`src/rtl/key_mode_sequencer_if.sv`:
```
// -----------------------------------------------------------------------------
// key_mode_sequencer_if
// Groups the pushbutton input and the mode outputs of key_mode_sequencer.
//   Key1       : raw pushbutton, active low, asynchronous to the clock
//   mode       : current ALU mode, binary
//   modeLEDs   : one-hot copy of mode
//   modeStrobe : one-cycle pulse whenever mode takes a new value
//   longPress  : one-cycle pulse when a long press is recognised
// slave  : the sequencer side (drives the mode outputs)
// master : the board / environment side (drives Key1)
// -----------------------------------------------------------------------------
interface key_mode_sequencer_if #(
   parameter int NUM_MODES = 4
);
   localparam int MODE_W = $clog2(NUM_MODES);

   logic                 Key1;
   logic [MODE_W-1:0]    mode;
   logic [NUM_MODES-1:0] modeLEDs;
   logic                 modeStrobe;
   logic                 longPress;

   modport master (
      output Key1,
      input  mode,
      input  modeLEDs,
      input  modeStrobe,
      input  longPress
   );

   modport slave (
      input  Key1,
      output mode,
      output modeLEDs,
      output modeStrobe,
      output longPress
   );
endinterface

```
`src/rtl/key_mode_sequencer.sv`:
```
// -----------------------------------------------------------------------------
// key_mode_sequencer
// Synchronises and debounces the active-low Key1 pushbutton and advances a
// wrapping ALU mode counter once per clean press. Holding the key for
// LONG_PRESS_CYCLES after the press is accepted forces mode 0 (once per press).
// Ports:
//   clk_50MHz : system clock, rising edge
//   resetN    : asynchronous active-low reset
//   kif       : slave modport carrying Key1, mode, modeLEDs, modeStrobe,
//               longPress (all outputs registered)
// -----------------------------------------------------------------------------
module key_mode_sequencer #(
   parameter int DEBOUNCE_CYCLES   = 500000,
   parameter int LONG_PRESS_CYCLES = 100000000,
   parameter int NUM_MODES         = 4
) (
   input  logic                  clk_50MHz,
   input  logic                  resetN,
   key_mode_sequencer_if.slave   kif
);

   localparam int MODE_W  = $clog2(NUM_MODES);
   localparam int CNT_MAX = (DEBOUNCE_CYCLES > LONG_PRESS_CYCLES) ? DEBOUNCE_CYCLES : LONG_PRESS_CYCLES;
   localparam int CNT_W   = $clog2(CNT_MAX + 1);

   localparam logic [CNT_W-1:0]  DB_C      = CNT_W'(DEBOUNCE_CYCLES);
   localparam logic [CNT_W-1:0]  LP_C      = CNT_W'(LONG_PRESS_CYCLES);
   localparam logic [CNT_W-1:0]  CNT_ONE   = CNT_W'(1);
   localparam logic [MODE_W-1:0] LAST_MODE = MODE_W'(NUM_MODES - 1);

   typedef enum logic [1:0] {
      IDLE     = 2'd0,
      PRESS_DB = 2'd1,
      HELD     = 2'd2,
      REL_DB   = 2'd3
   } state_t;

   // Wrapping advance; values >= NUM_MODES are never produced.
   function automatic logic [MODE_W-1:0] next_mode(input logic [MODE_W-1:0] m);
      if (m == LAST_MODE) begin
         next_mode = {MODE_W{1'b0}};
      end else begin
         next_mode = m + MODE_W'(1);
      end
   endfunction

   // One-hot decode of a mode value.
   function automatic logic [NUM_MODES-1:0] one_hot(input logic [MODE_W-1:0] m);
      for (int i = 0; i < NUM_MODES; i++) begin
         one_hot[i] = (m == MODE_W'(i));
      end
   endfunction

   state_t               state_q, state_d;
   logic [CNT_W-1:0]     cnt_q, cnt_d;
   logic [MODE_W-1:0]    mode_q, mode_d;
   logic [NUM_MODES-1:0] leds_q, leds_d;
   logic                 strobe_q, strobe_d;
   logic                 long_q, long_d;
   logic                 fired_q, fired_d;   // long press already taken for this press
   logic                 sync1_q, sync1_d;
   logic                 sync2_q, sync2_d;
   logic                 key_sync;

   assign key_sync = sync2_q;

   // Next-state logic: synchroniser, debounce FSM, mode counter and strobes.
   always_comb begin
      sync1_d  = kif.Key1;
      sync2_d  = sync1_q;
      state_d  = state_q;
      cnt_d    = cnt_q;
      mode_d   = mode_q;
      fired_d  = fired_q;
      strobe_d = 1'b0;
      long_d   = 1'b0;

      case (state_q)
         IDLE: begin
            if (!key_sync) begin
               state_d = PRESS_DB;
               cnt_d   = CNT_ONE;
            end else begin
               cnt_d   = {CNT_W{1'b0}};
            end
         end
         PRESS_DB: begin
            if (key_sync) begin
               // glitch: back to idle with no visible effect
               state_d = IDLE;
               cnt_d   = {CNT_W{1'b0}};
            end else if (cnt_q == DB_C) begin
               state_d  = HELD;
               cnt_d    = {CNT_W{1'b0}};
               mode_d   = next_mode(mode_q);
               strobe_d = 1'b1;
               fired_d  = 1'b0;
            end else begin
               cnt_d    = cnt_q + CNT_ONE;
            end
         end
         HELD: begin
            if (key_sync) begin
               state_d = REL_DB;
               cnt_d   = CNT_ONE;
            end else if (cnt_q < LP_C) begin
               cnt_d = cnt_q + CNT_ONE;
               // fired_q keeps a release bounce from re-arming the long press
               if ((cnt_q + CNT_ONE == LP_C) && !fired_q) begin
                  mode_d   = {MODE_W{1'b0}};
                  strobe_d = 1'b1;
                  long_d   = 1'b1;
                  fired_d  = 1'b1;
               end else begin
                  fired_d  = fired_q;
               end
            end else begin
               cnt_d = cnt_q;   // saturated
            end
         end
         REL_DB: begin
            if (!key_sync) begin
               // release was bounce; counter intentionally not restored
               state_d = HELD;
            end else if (cnt_q == DB_C) begin
               state_d = IDLE;
               cnt_d   = {CNT_W{1'b0}};
            end else begin
               cnt_d   = cnt_q + CNT_ONE;
            end
         end
         default: begin
            state_d = IDLE;
            cnt_d   = {CNT_W{1'b0}};
         end
      endcase

      leds_d = one_hot(mode_d);
   end

   // State and output registers with asynchronous active-low reset.
   always_ff @(posedge clk_50MHz or negedge resetN) begin
      if (!resetN) begin
         sync1_q  <= 1'b1;
         sync2_q  <= 1'b1;
         state_q  <= IDLE;
         cnt_q    <= {CNT_W{1'b0}};
         mode_q   <= {MODE_W{1'b0}};
         leds_q   <= {{(NUM_MODES-1){1'b0}}, 1'b1};
         strobe_q <= 1'b0;
         long_q   <= 1'b0;
         fired_q  <= 1'b0;
      end else begin
         sync1_q  <= sync1_d;
         sync2_q  <= sync2_d;
         state_q  <= state_d;
         cnt_q    <= cnt_d;
         mode_q   <= mode_d;
         leds_q   <= leds_d;
         strobe_q <= strobe_d;
         long_q   <= long_d;
         fired_q  <= fired_d;
      end
   end

   assign kif.mode       = mode_q;
   assign kif.modeLEDs   = leds_q;
   assign kif.modeStrobe = strobe_q;
   assign kif.longPress  = long_q;

endmodule
```
`src/flat_wrapper.sv`:
```
// flat-port wrapper written by rule: the top's interface ports become plain ports
module key_mode_sequencer_flat 
#(
   parameter int DEBOUNCE_CYCLES   = 500000,
   parameter int LONG_PRESS_CYCLES = 100000000,
   parameter int NUM_MODES         = 4
)
  (clk_50MHz, resetN, kif_Key1, kif_mode, kif_modeLEDs, kif_modeStrobe, kif_longPress);
  key_mode_sequencer_if #(.NUM_MODES(NUM_MODES)) kif_i ();
  input  logic clk_50MHz;
  input  logic resetN;
  input wire logic [$bits(kif_i.Key1)-1:0] kif_Key1;
  output wire logic [$bits(kif_i.mode)-1:0] kif_mode;
  output wire logic [$bits(kif_i.modeLEDs)-1:0] kif_modeLEDs;
  output wire logic [$bits(kif_i.modeStrobe)-1:0] kif_modeStrobe;
  output wire logic [$bits(kif_i.longPress)-1:0] kif_longPress;
  assign kif_i.Key1 = kif_Key1;
  assign kif_mode = kif_i.mode;
  assign kif_modeLEDs = kif_i.modeLEDs;
  assign kif_modeStrobe = kif_i.modeStrobe;
  assign kif_longPress = kif_i.longPress;
  key_mode_sequencer #(.DEBOUNCE_CYCLES(DEBOUNCE_CYCLES), .LONG_PRESS_CYCLES(LONG_PRESS_CYCLES), .NUM_MODES(NUM_MODES)) u_core (.clk_50MHz(clk_50MHz), .resetN(resetN), .kif(kif_i));
endmodule
```
`config.mk`:
```
export PLATFORM = sky130hd
export DESIGN_NAME = key_mode_sequencer_flat
export DESIGN_NICKNAME = d
export VERILOG_FILES = /design/src/rtl/key_mode_sequencer_if.sv /design/src/rtl/key_mode_sequencer.sv /design/src/flat_wrapper.sv
export SDC_FILE = /design/constraint.sdc
export NUM_CORES = 1
export LEC_CHECK = 0
export BUFFER_PORTS_ARGS = -buffer_cell sky130_fd_sc_hd__buf_2
export CAP_MARGIN = 20
export CORE_ASPECT_RATIO = 2
export CORE_UTILIZATION = 25
export CTS_CLUSTER_SIZE = 8
export DETAILED_ROUTE_END_ITERATION = 16
export GPL_TIMING_DRIVEN = 0
export RECOVER_POWER = 50
export SYNTH_ARGS = -nofsm -noshare
export SYNTH_HDL_FRONTEND = slang
export SYNTH_SLANG_ARGS = --single-unit
```
`constraint.sdc`:
```
create_clock -name clk_50MHz -period 3.5 [get_ports clk_50MHz]
set_input_delay 0.525 -clock clk_50MHz [delete_from_list [all_inputs] [get_ports clk_50MHz]]
set_output_delay 0.525 -clock clk_50MHz [all_outputs]
set_load 0.01 [all_outputs]
```
==> impl_results.md <==
- Status: finished with violations
- Violated checks: max-capacitance violations, max-slew violations
- Fin cells: about 510
- Worst-Margin Slew: approximately 2200 ps
- Grt ovf: 0
- Number of port buffers: 10
- Peak Freq: between 300 and 400 MHz
- Initial antenna violation count: 0
- Synthesis-stage register bit count: 40
- CP Cell Sequence: buf_2 > or4b_2 > o41a_1 > o31ai_2 > or2_2 > clkbuf_1 > o41ai_1
- EDFF count, synth: 0
- Die width: between 70 and 80 µm
- Cell area after synthesis: roughly 2900 µm²
- Slowest cell on crit path: or4b_2
- H-tree depth: 2
- DR DRC count: 0
- WL/cell: around 18 µm
- Placed cells: roughly 500
- Critical Path RT: around 3600 ps
- Worst vdd ir: approximately 0.00048 V
- First-pass DRT Iterations: 4
- Starting DRT DRC Count: 82
- RSZ-0062 raised after global routing: no
- Clock Sinks: 40
- Vias in the first global route: 2993
- Maximum net fanout on the critical path: 10
- Clock transition at path regs: 60 ps
- Busiest grt layer: met2
- Hold WS: about 330 ps
- Largest stage delay on the critical path: approximately 700 ps
- Setup_tns: 0 ps
- Yosys cell types: 68
- Arr. time, crit path: 3450 ps
- Cell Pwr Density: 487 nW/µm²
- CTS tree: done
- Starting Density: 0.258
- Synth area leaders: dfrtp_1, o21ai_0, o31ai_1
- Max Transition Viols Final: 41
- Hold Vio Cnt, Final: 0
- Post-synthesis net count: 364
- Worst setup SP type: register
- Register area share after synthesis: 0.343
- Area leader, netlist: dfrtp_1
- Fin nets: around 380
- Worst Setup Path Type: register to register
- Met2 usage: 0.309
- TritonCTS buffer count: 5
- Crit. End Element: register
- Latest clock arrival within the worst-skew pair: about 300 ps
- Post-Syn Instances: around 350
- Setup violations, final: 0
- Final Cycle Share: 0.946
- Syn. warnings: 0
- First-pass GRT wire length: about 15 mm
- Post-DP HPWL: 6.97 mm
- Vias per cell: approximately 5.6
- Routed wire length: 9.20 mm
- Min-delay worst type: input port to register
- Final Wtd Congestion: 0.966
- Total GRT Usage: 0.163
- Fin crit period: approximately 3300 ps
- Largest net degree at the start of global routing: 41
- I/O pins: 11
- DR vias: between 2000 and 3000
- Worst rel slew slack: -0.480
- Clock root cell: clkbuf_16
- Async SR Flop Fraction: 1.00
- Final Skew: 12.1 ps
- Number of max-cap violations: 1
- DIE HEIGHT: roughly 160 µm
- Die ar.: about 12000 µm²
- Layout area overhead: 14.0%
- Row count: 55
- Clk buf depth: 2
- Met1 Use GR: 0.141
- Post-synth top area share: 0.316
- Post-DRT Antenna Nets: 0
- GR Util met3: 0.0240
- Layout cells sized above 1: 0.130
- # hold bufs at CTS: 0
- Final Util: 0.294
- Diodes inserted: 0
- Primary FF master, synth: dfrtp_1
- Core Area: ~11000 µm²
- Lkg Pwr: 0.00130 µW
- Avg Inst Size Synth: 8.33 µm²
power by group:
part / internal, µW / switching [µW]
logic: 194 / 427
clock network: 284 / 189
registers: 491 / 43.0
cells in the mapped netlist, types with 9 or more instances:
| master | n |
|---|---|
| clkbuf_1 | 19 |
| nor2_1 | 35 |
| o31ai_1 | 18 |
| nor4_1 | 9 |
| inv_1 | 13 |
| ha_1 | 9 |
| a21oi_1 | 16 |
| nand2_1 | 30 |
| o21ai_0 | 28 |
| nand3_1 | 10 |
| dfrtp_1 | 37 |
| nand4_1 | 12 |
cell type report:
cell class	count	area [µm²]
Fill cell	1189	8010
Multi-Input combinational cell	271	1790
Sequential cell	40	1010
Tap cell	142	178
Clock buffer	7	143
Buffer	28	121
Inverter	13	48.8
Timing Repair Buffer	10	46.3
Clock inverter	1	7.51
registers in the layout, indices dropped and copies added, names as in the netlist, named ones only:
name and cells:
u_core.cnt_q 27, u_core.fired_q 1, u_core.key_sync 1, u_core.kif.longPress 1, u_core.kif.mode 2, u_core.kif.modeLEDs 4, u_core.kif.modeStrobe 1, u_core.state_q 1
u_core.sync1_q 1
cells in the final DEF, fill, tap and decap left out, types with 8 or more instances in the layout:
| cell | instances |
|---|---|
| clkbuf_1 | 22 |
| o31ai_1 | 17 |
| dfrtp_1 | 36 |
| nor2_1 | 35 |
| inv_1 | 13 |
| buf_2 | 12 |
| nand2_1 | 30 |
| a21oi_1 | 16 |
| o21ai_0 | 28 |
| nand3_1 | 10 |
| ha_1 | 8 |
| nor4_1 | 8 |
| nand4_1 | 12 |
critical path, delay by kind of cell (launching register included):
family,cells,cell delay [ps]
AOI/OAI and AO/OA,3,1130
buffers and inverters,2,710
DFF,1,400
and+or+nand+nor,2,910
routing by layer:
layer | wire [µm] | part of all wire
met5 | 0 | 0
met4 | 814 | 0.088
met2 | 5050 | 0.55
met1 | 3030 | 0.33
met3 | 301 | 0.033
worst paths after layout:
| kind | startpoint | to | slack [ps] | depth (start not counted) |
|---|---|---|---|---|
| max | u_core.cnt_q[3] | u_core.cnt_q[26] | 190 | 7 |
| min | kif_Key1 | u_core.sync1_q | 330 | 1 |
| max reg2reg | u_core.cnt_q[3] | u_core.cnt_q[26] | 190 | 7 |
| min reg2reg | u_core.sync1_q | u_core.key_sync | 360 | 0 |
| max in group asynchronous | resetN | u_core.cnt_q[0] | 1180 | 1 |
| min in group asynchronous | resetN | u_core.cnt_q[24] | 880 | 1 |
kinds of logic (layout without fill, tap and decap cells):
logic type / Yosys count / in the layout / synth area share
mux: 4 / 4 / 0.0145
xor+xnor: 6 / 6 / 0.0179
buf+inv: 41 / 59 / 0.0576
compound gates: 107 / 107 / 0.249
fa+ha+maj: 9 / 9 / 0.0384
flops: 40 / 40 / 0.343
simple gates: 145 / 145 / 0.280
through the flow:
stage / cell area [µm²] / setup slack [ps] / power [µW]
after detailed placement: 3160 / 19.8 / 1130
after floorplan: 2930 / 582 / 936
after CTS: 3310 / 8.75 / 1610
final: 3340 / 191 / 1630
after global routing: 3340 / 7.05 / 1730
after global placement: 3160 / 36.5 / 1120
repair_timing:
item,CTS,global route
endpoints found under the setup margin,0,27
gates resized for setup,0,8
buffers inserted,0,0
(Power assumes the default switching activity.)
